--- src/rtl/alu_ctrl_pkg.sv ---
// Shared definitions for the ALU share arbiter: FSM state encoding,
// ALU mode constants and default bus widths.
package alu_ctrl_pkg;

  localparam int DATA_W = 8;
  localparam int RES_W  = 10;

  typedef enum logic [1:0] {
    ST_IDLE = 2'd0,
    ST_EXEC = 2'd1,
    ST_DONE = 2'd2
  } state_t;

  localparam logic [1:0] MODE_ARITH = 2'd0;
  localparam logic [1:0] MODE_LOGIC = 2'd1;
  localparam logic [1:0] MODE_COMP  = 2'd2;
  localparam logic [1:0] MODE_MAGIC = 2'd3;

endpackage

--- src/rtl/arb2_rr.sv ---
// Two-way arbiter: request vector plus priority pointer -> one-hot grant.
// Build option: ROUND_ROBIN_EN selects pointer-based tie breaking;
// without it requester 0 always wins a tie and the pointer is ignored.
module arb2_rr
  import alu_ctrl_pkg::*;
(
  input  logic [1:0] i_req,
  input  logic       i_ptr,
  output logic [1:0] o_gnt
);

`ifdef ROUND_ROBIN_EN
  // Tie goes to the requester the pointer favours; single requests pass straight through.
  always_comb begin
    o_gnt = 2'b00;
    if (i_req == 2'b11) begin
      o_gnt = i_ptr ? 2'b10 : 2'b01;
    end else begin
      o_gnt = i_req;
    end
  end
`else
  logic w_unused_ptr;
  assign w_unused_ptr = i_ptr;

  // Fixed priority: requester 0 first.
  always_comb begin
    o_gnt = 2'b00;
    if (i_req[0]) begin
      o_gnt = 2'b01;
    end else if (i_req[1]) begin
      o_gnt = 2'b10;
    end
  end
`endif

endmodule

--- src/rtl/alu_share_arbiter.sv ---
// Shares one combinational ALU between two requesters. The winning request's
// MODE/OP/IN are latched at the IDLE edge, held for one EXEC cycle, and the ALU
// result is captured and returned with a one-cycle DONE pulse.
// Build option: ROUND_ROBIN_EN (handled in arb2_rr) enables alternating priority.
//
//  state   | meaning
//  ST_IDLE | no owner; waits for a request, latches winner's operands
//  ST_EXEC | ALU driven from latched operands; result captured at edge
//  ST_DONE | DONE pulse to owner; grant released, pointer advanced
module alu_share_arbiter
  import alu_ctrl_pkg::*;
#(
  parameter int DATA_W = alu_ctrl_pkg::DATA_W,
  parameter int RES_W  = alu_ctrl_pkg::RES_W
) (
  input  logic              i_clock,
  input  logic              i_reset_n,
  input  logic [1:0]        i_req,
  input  logic [1:0]        i_mode0,
  input  logic [1:0]        i_mode1,
  input  logic [1:0]        i_op0,
  input  logic [1:0]        i_op1,
  input  logic [DATA_W-1:0] i_in0,
  input  logic [DATA_W-1:0] i_in1,
  output logic [1:0]        o_alu_mode,
  output logic [1:0]        o_alu_op,
  output logic [DATA_W-1:0] o_alu_in,
  input  logic [RES_W-1:0]  i_alu_f,
  output logic [1:0]        o_gnt,
  output logic              o_busy,
  output logic [1:0]        o_done,
  output logic [RES_W-1:0]  o_result
);

  state_t              r_state;
  logic                r_ptr;
  logic [1:0]          r_alu_mode;
  logic [1:0]          r_alu_op;
  logic [DATA_W-1:0]   r_alu_in;
  logic [1:0]          r_gnt;
  logic                r_busy;
  logic [1:0]          r_done;
  logic [RES_W-1:0]    r_result;
  logic [1:0]          w_gnt;

  arb2_rr u_arb (
    .i_req (i_req),
    .i_ptr (r_ptr),
    .o_gnt (w_gnt)
  );

  // Sequencing FSM with registered ALU operands, grant, busy, done and result.
  always_ff @(posedge i_clock) begin
    if (!i_reset_n) begin
      r_state    <= ST_IDLE;
      r_ptr      <= 1'b0;
      r_alu_mode <= '0;
      r_alu_op   <= '0;
      r_alu_in   <= '0;
      r_gnt      <= '0;
      r_busy     <= 1'b0;
      r_done     <= '0;
      r_result   <= '0;
    end else begin
      case (r_state)
        ST_IDLE: begin
          if (i_req != 2'b00) begin
            r_alu_mode <= w_gnt[1] ? i_mode1 : i_mode0;
            r_alu_op   <= w_gnt[1] ? i_op1   : i_op0;
            r_alu_in   <= w_gnt[1] ? i_in1   : i_in0;
            r_gnt      <= w_gnt;
            r_busy     <= 1'b1;
            r_state    <= ST_EXEC;
          end
        end
        ST_EXEC: begin
          r_result <= i_alu_f;
          r_done   <= r_gnt;
          r_state  <= ST_DONE;
        end
        ST_DONE: begin
          r_done  <= '0;
          r_gnt   <= '0;
          r_busy  <= 1'b0;
          // Pointer moves to the requester that was not just served.
          r_ptr   <= r_gnt[0];
          r_state <= ST_IDLE;
        end
        default: begin
          r_done  <= '0;
          r_gnt   <= '0;
          r_busy  <= 1'b0;
          r_state <= ST_IDLE;
        end
      endcase
    end
  end

  assign o_alu_mode = r_alu_mode;
  assign o_alu_op   = r_alu_op;
  assign o_alu_in   = r_alu_in;
  assign o_gnt      = r_gnt;
  assign o_busy     = r_busy;
  assign o_done     = r_done;
  assign o_result   = r_result;

endmodule
--- config.mk ---
export PLATFORM = sky130hd
export DESIGN_NAME = alu_share_arbiter
export DESIGN_NICKNAME = d
export VERILOG_FILES = /design/src/rtl/alu_ctrl_pkg.sv /design/src/rtl/arb2_rr.sv /design/src/rtl/alu_share_arbiter.sv
export SDC_FILE = /design/constraint.sdc
export NUM_CORES = 1
export LEC_CHECK = 0
export CORE_MARGIN = 4
export CORE_UTILIZATION = 35
export CTS_CLUSTER_SIZE = 20
export DETAILED_ROUTE_END_ITERATION = 10
export GPL_ROUTABILITY_DRIVEN = 0
export PLACE_DENSITY = 0.74
export SYNTH_ARGS = -nofsm -noshare
export SYNTH_HDL_FRONTEND = slang
export SYNTH_SLANG_ARGS = --single-unit
export TNS_END_PERCENT = 50
--- constraint.sdc ---
create_clock -name i_clock -period 1.21 [get_ports i_clock]
set_input_delay 0.1815 -clock i_clock [delete_from_list [all_inputs] [get_ports i_clock]]
set_output_delay 0.1815 -clock i_clock [all_outputs]
set_load 0.1 [all_outputs]
==> flow_summary.yaml <==
sta:
  worst_pin_slew_ns: 0.271
  rsz0062_at_grt: "false"
  period_needed_ns: 1.15
  fmax_mhz: 871
  hold_viol: 0
  setup_viol: 0
  slew_headroom_pct: 82.0
  drv_slew: 0
  min_period_over_period_pct: 94.9
  skew_ns: 0.00314
  setup_tns_ns: 0
global_routing:
  grt_pass1_wl_microns: 5310
  antenna_found_initial: 0
  grt_usage_pct: 15.4
  grt_pass1_vias: 1180
  grt-ovfl-total: 0
  grt_start_max_net_pins: 26
clock_tree:
  cts_root_buffer: "clkbuf_8"
  htree_levels: 2
  postCtsHoldBufs: 0
  cts.clk_slew.worst_paths_ns: 0.06
  clock_sinks: 29
  clockBufferDepth: 2
  cts_tree: "built"
  numCtsBuffers: 5
  clkLatencyLatePin_ns: 0.27
routing:
  vias: 1173
  drtIter0Drc: 58
  drtPass1Iterations: 4
  drc: 0
  vias_per_cell: 4.79
  avgRoutedWirePerCell_microns: 13.8
  ant_nets: 0
  drt_wl_total_microns: 3390
cells_and_area:
  multi_input_area_sq_um: 676
  nets: 236
  fin_cells: 245
  n_antenna_cell: 0
  seq_area_sq_um: 597
  fillerInstances: 254
  syn_to_final_growth_pct: 88.1
  drive_gt1_share_pct: 37.2
  fin_util_pct: 70.5
  design_area_sq_um: 2430
setup_path:
  arrival_ns: 1.30
  crit_type: "in -> reg"
  start_kind: "input port"
  crit_fanout: 6
  crit_required_ns: 1.37
  endpoint_kind: "register"
  ff2ff_path_depth: 3
logic_synthesis:
  yosysTopAreaCell: "dfxtp_1"
  synthArstFlopShare_pct: 0
  synthTopCellsByCount: "dfxtp_1 (29), nand2_1 (20), o21bai_1 (13), o311a_1 (12)"
  synth-main-ff-cell: "dfxtp_1"
  synth_seq_cells: 29
  synth_top_area_share_pct: 45.0
  synth_area_leaders: "dfxtp_1 (45%), mux2_4 (12%), o311a_1 (9.3%)"
  yosysWarnings: 0
  synth-compound-area-share_pct: 24.1
  yosysSeqAreaShare_pct: 45.0
  synth.avg_cell_area_sq_um: 10.4
  synth-simple-area-share_pct: 11.3
  synth_adder_area_share_pct: 0
  synth_top_family_by_area: "compound AO/OA/AOI/OAI gates"
  synth_xor_area_share_pct: 0
  synth.most_common_cell: "dfxtp_1"
  synth-edff-count: 0
  muxShareOfSynthArea_pct: 14.9
  synth_cell_types: 22
  synth_area_sq_um: 1290
  syn_inst: 124
  syn_nets: 162
power:
  clock_power_share_pct: 22.7
  pwr-share-seq_pct: 35.5
  powerDensity_nw_per_um2: 1320
  intPower_uw: 2030
  p_leak_uw: 0.00102
  combPwrFrac_pct: 41.8
  p_sw_uw: 1170
  vdd_drop_max_v: 0.000664
  switching_share_pct: 36.5
min_path:
  hold_path.class: "in -> reg"
  holdPathStages: 3
die:
  die_x_microns: 68.7
  die_area_sq_um: 4720
  rows: 21
  start_util_pct: 37.5
  core_sq_um: 3440
  pin_count: 65
  die_height_microns: 68.7
run_status:
  outcome: "finished, final reports clean"
place:
  dpl_cell_area_sq_um: 2320
  dp_hpwl_microns: 2640
  port_buffers: 64
  dp_cells: 235
flow_run:
  cap_viol_max_count: 0
[cell families (layout without fill, tap and decap cells)]
kind of cell	after synthesis	in the layout
AO/OA/AOI/OAI	38	38
buffers and inverters	12	86
flip-flops	29	29
multiplexers	14	14
AND/OR/NAND/NOR	31	32
[area by class of cell]
| type | count | area share (%) |
|---|---|---|
| repair buffers | 76 | 41.6 |
| well taps | 46 | 2.37 |
| inverters | 2 | 0.309 |
| multi-input cells | 84 | 27.8 |
| flip-flops and latches | 29 | 24.6 |
| clock buffers | 8 | 3.30 |
[worst max-delay path, stage by stage]
cell           delay [ns]
dlygate4sd2_1        0.32
nand2b_4             0.17
mux2_2               0.35
o311a_1              0.29
[state kept, by name (all words and copies together) (netlist names)]
signal / count
o_alu_op: 2
o_result: 10
o_gnt: 2
o_done: 2
o_alu_mode: 2
r_state: 2
o_busy: 1
o_alu_in: 8
[power by group through the flow]
stage               clock [uW]  combinational, uW  sequential [uW]
floorplan                    0                261             1670
global placement             0               1310             1150
detailed placement           0               1330             1160
CTS                        755               1340             1140
global route               792               1390             1150
finish                     729               1340             1140
[timing repair]
action | CTS | global route
resized for setup | 3 | 6
endpoints found under the hold margin | 0 | 0
cloned | 1 | 1
setup endpoints to repair | 12 | 10
buffers inserted | 0 | 0
[final timing paths]
path               from     endpoint  slack, ns
min          i_alu_f[3]  o_result[3]       0.48
max            i_req[1]  o_alu_in[0]       0.06
min reg2reg    o_gnt[1]     o_gnt[1]       0.49
max reg2reg  r_state[0]  o_alu_op[1]       0.08
[layer usage]
metal	GRT usage [%]	routed length, microns
met2	26.9	1760
met1	15.9	1260
met3	6.16	311
met4	7.54	56
met5	0	0
[placed cells by master, fill, tap and decap left out, types with 3 or more instances in the layout]
cell type        count
clkbuf_8             5
buf_4               10
o311a_1             12
a21boi_0             8
buf_12              28
nor2_1               3
clkdlybuf4s50_1     35
dfxtp_1             16
clkbuf_1             3
mux2_4              10
nand2_1             20
dfxtp_2             13
o21bai_1            12
[per-stage QoR]
step	power [uW]	setup WS, ns	hold slack, ns
6_report	3210	0.0617	0.479
3_3_place_gp	2470	-0.475	0.474
2_1_floorplan	1930	-0.0596	0.326
3_5_place_dp	2490	-0.525	0.485
5_1_grt	3330	0.00125	0.483
4_1_cts	3230	0.0318	0.471
Note: power is estimated with default switching activity, not from simulation.
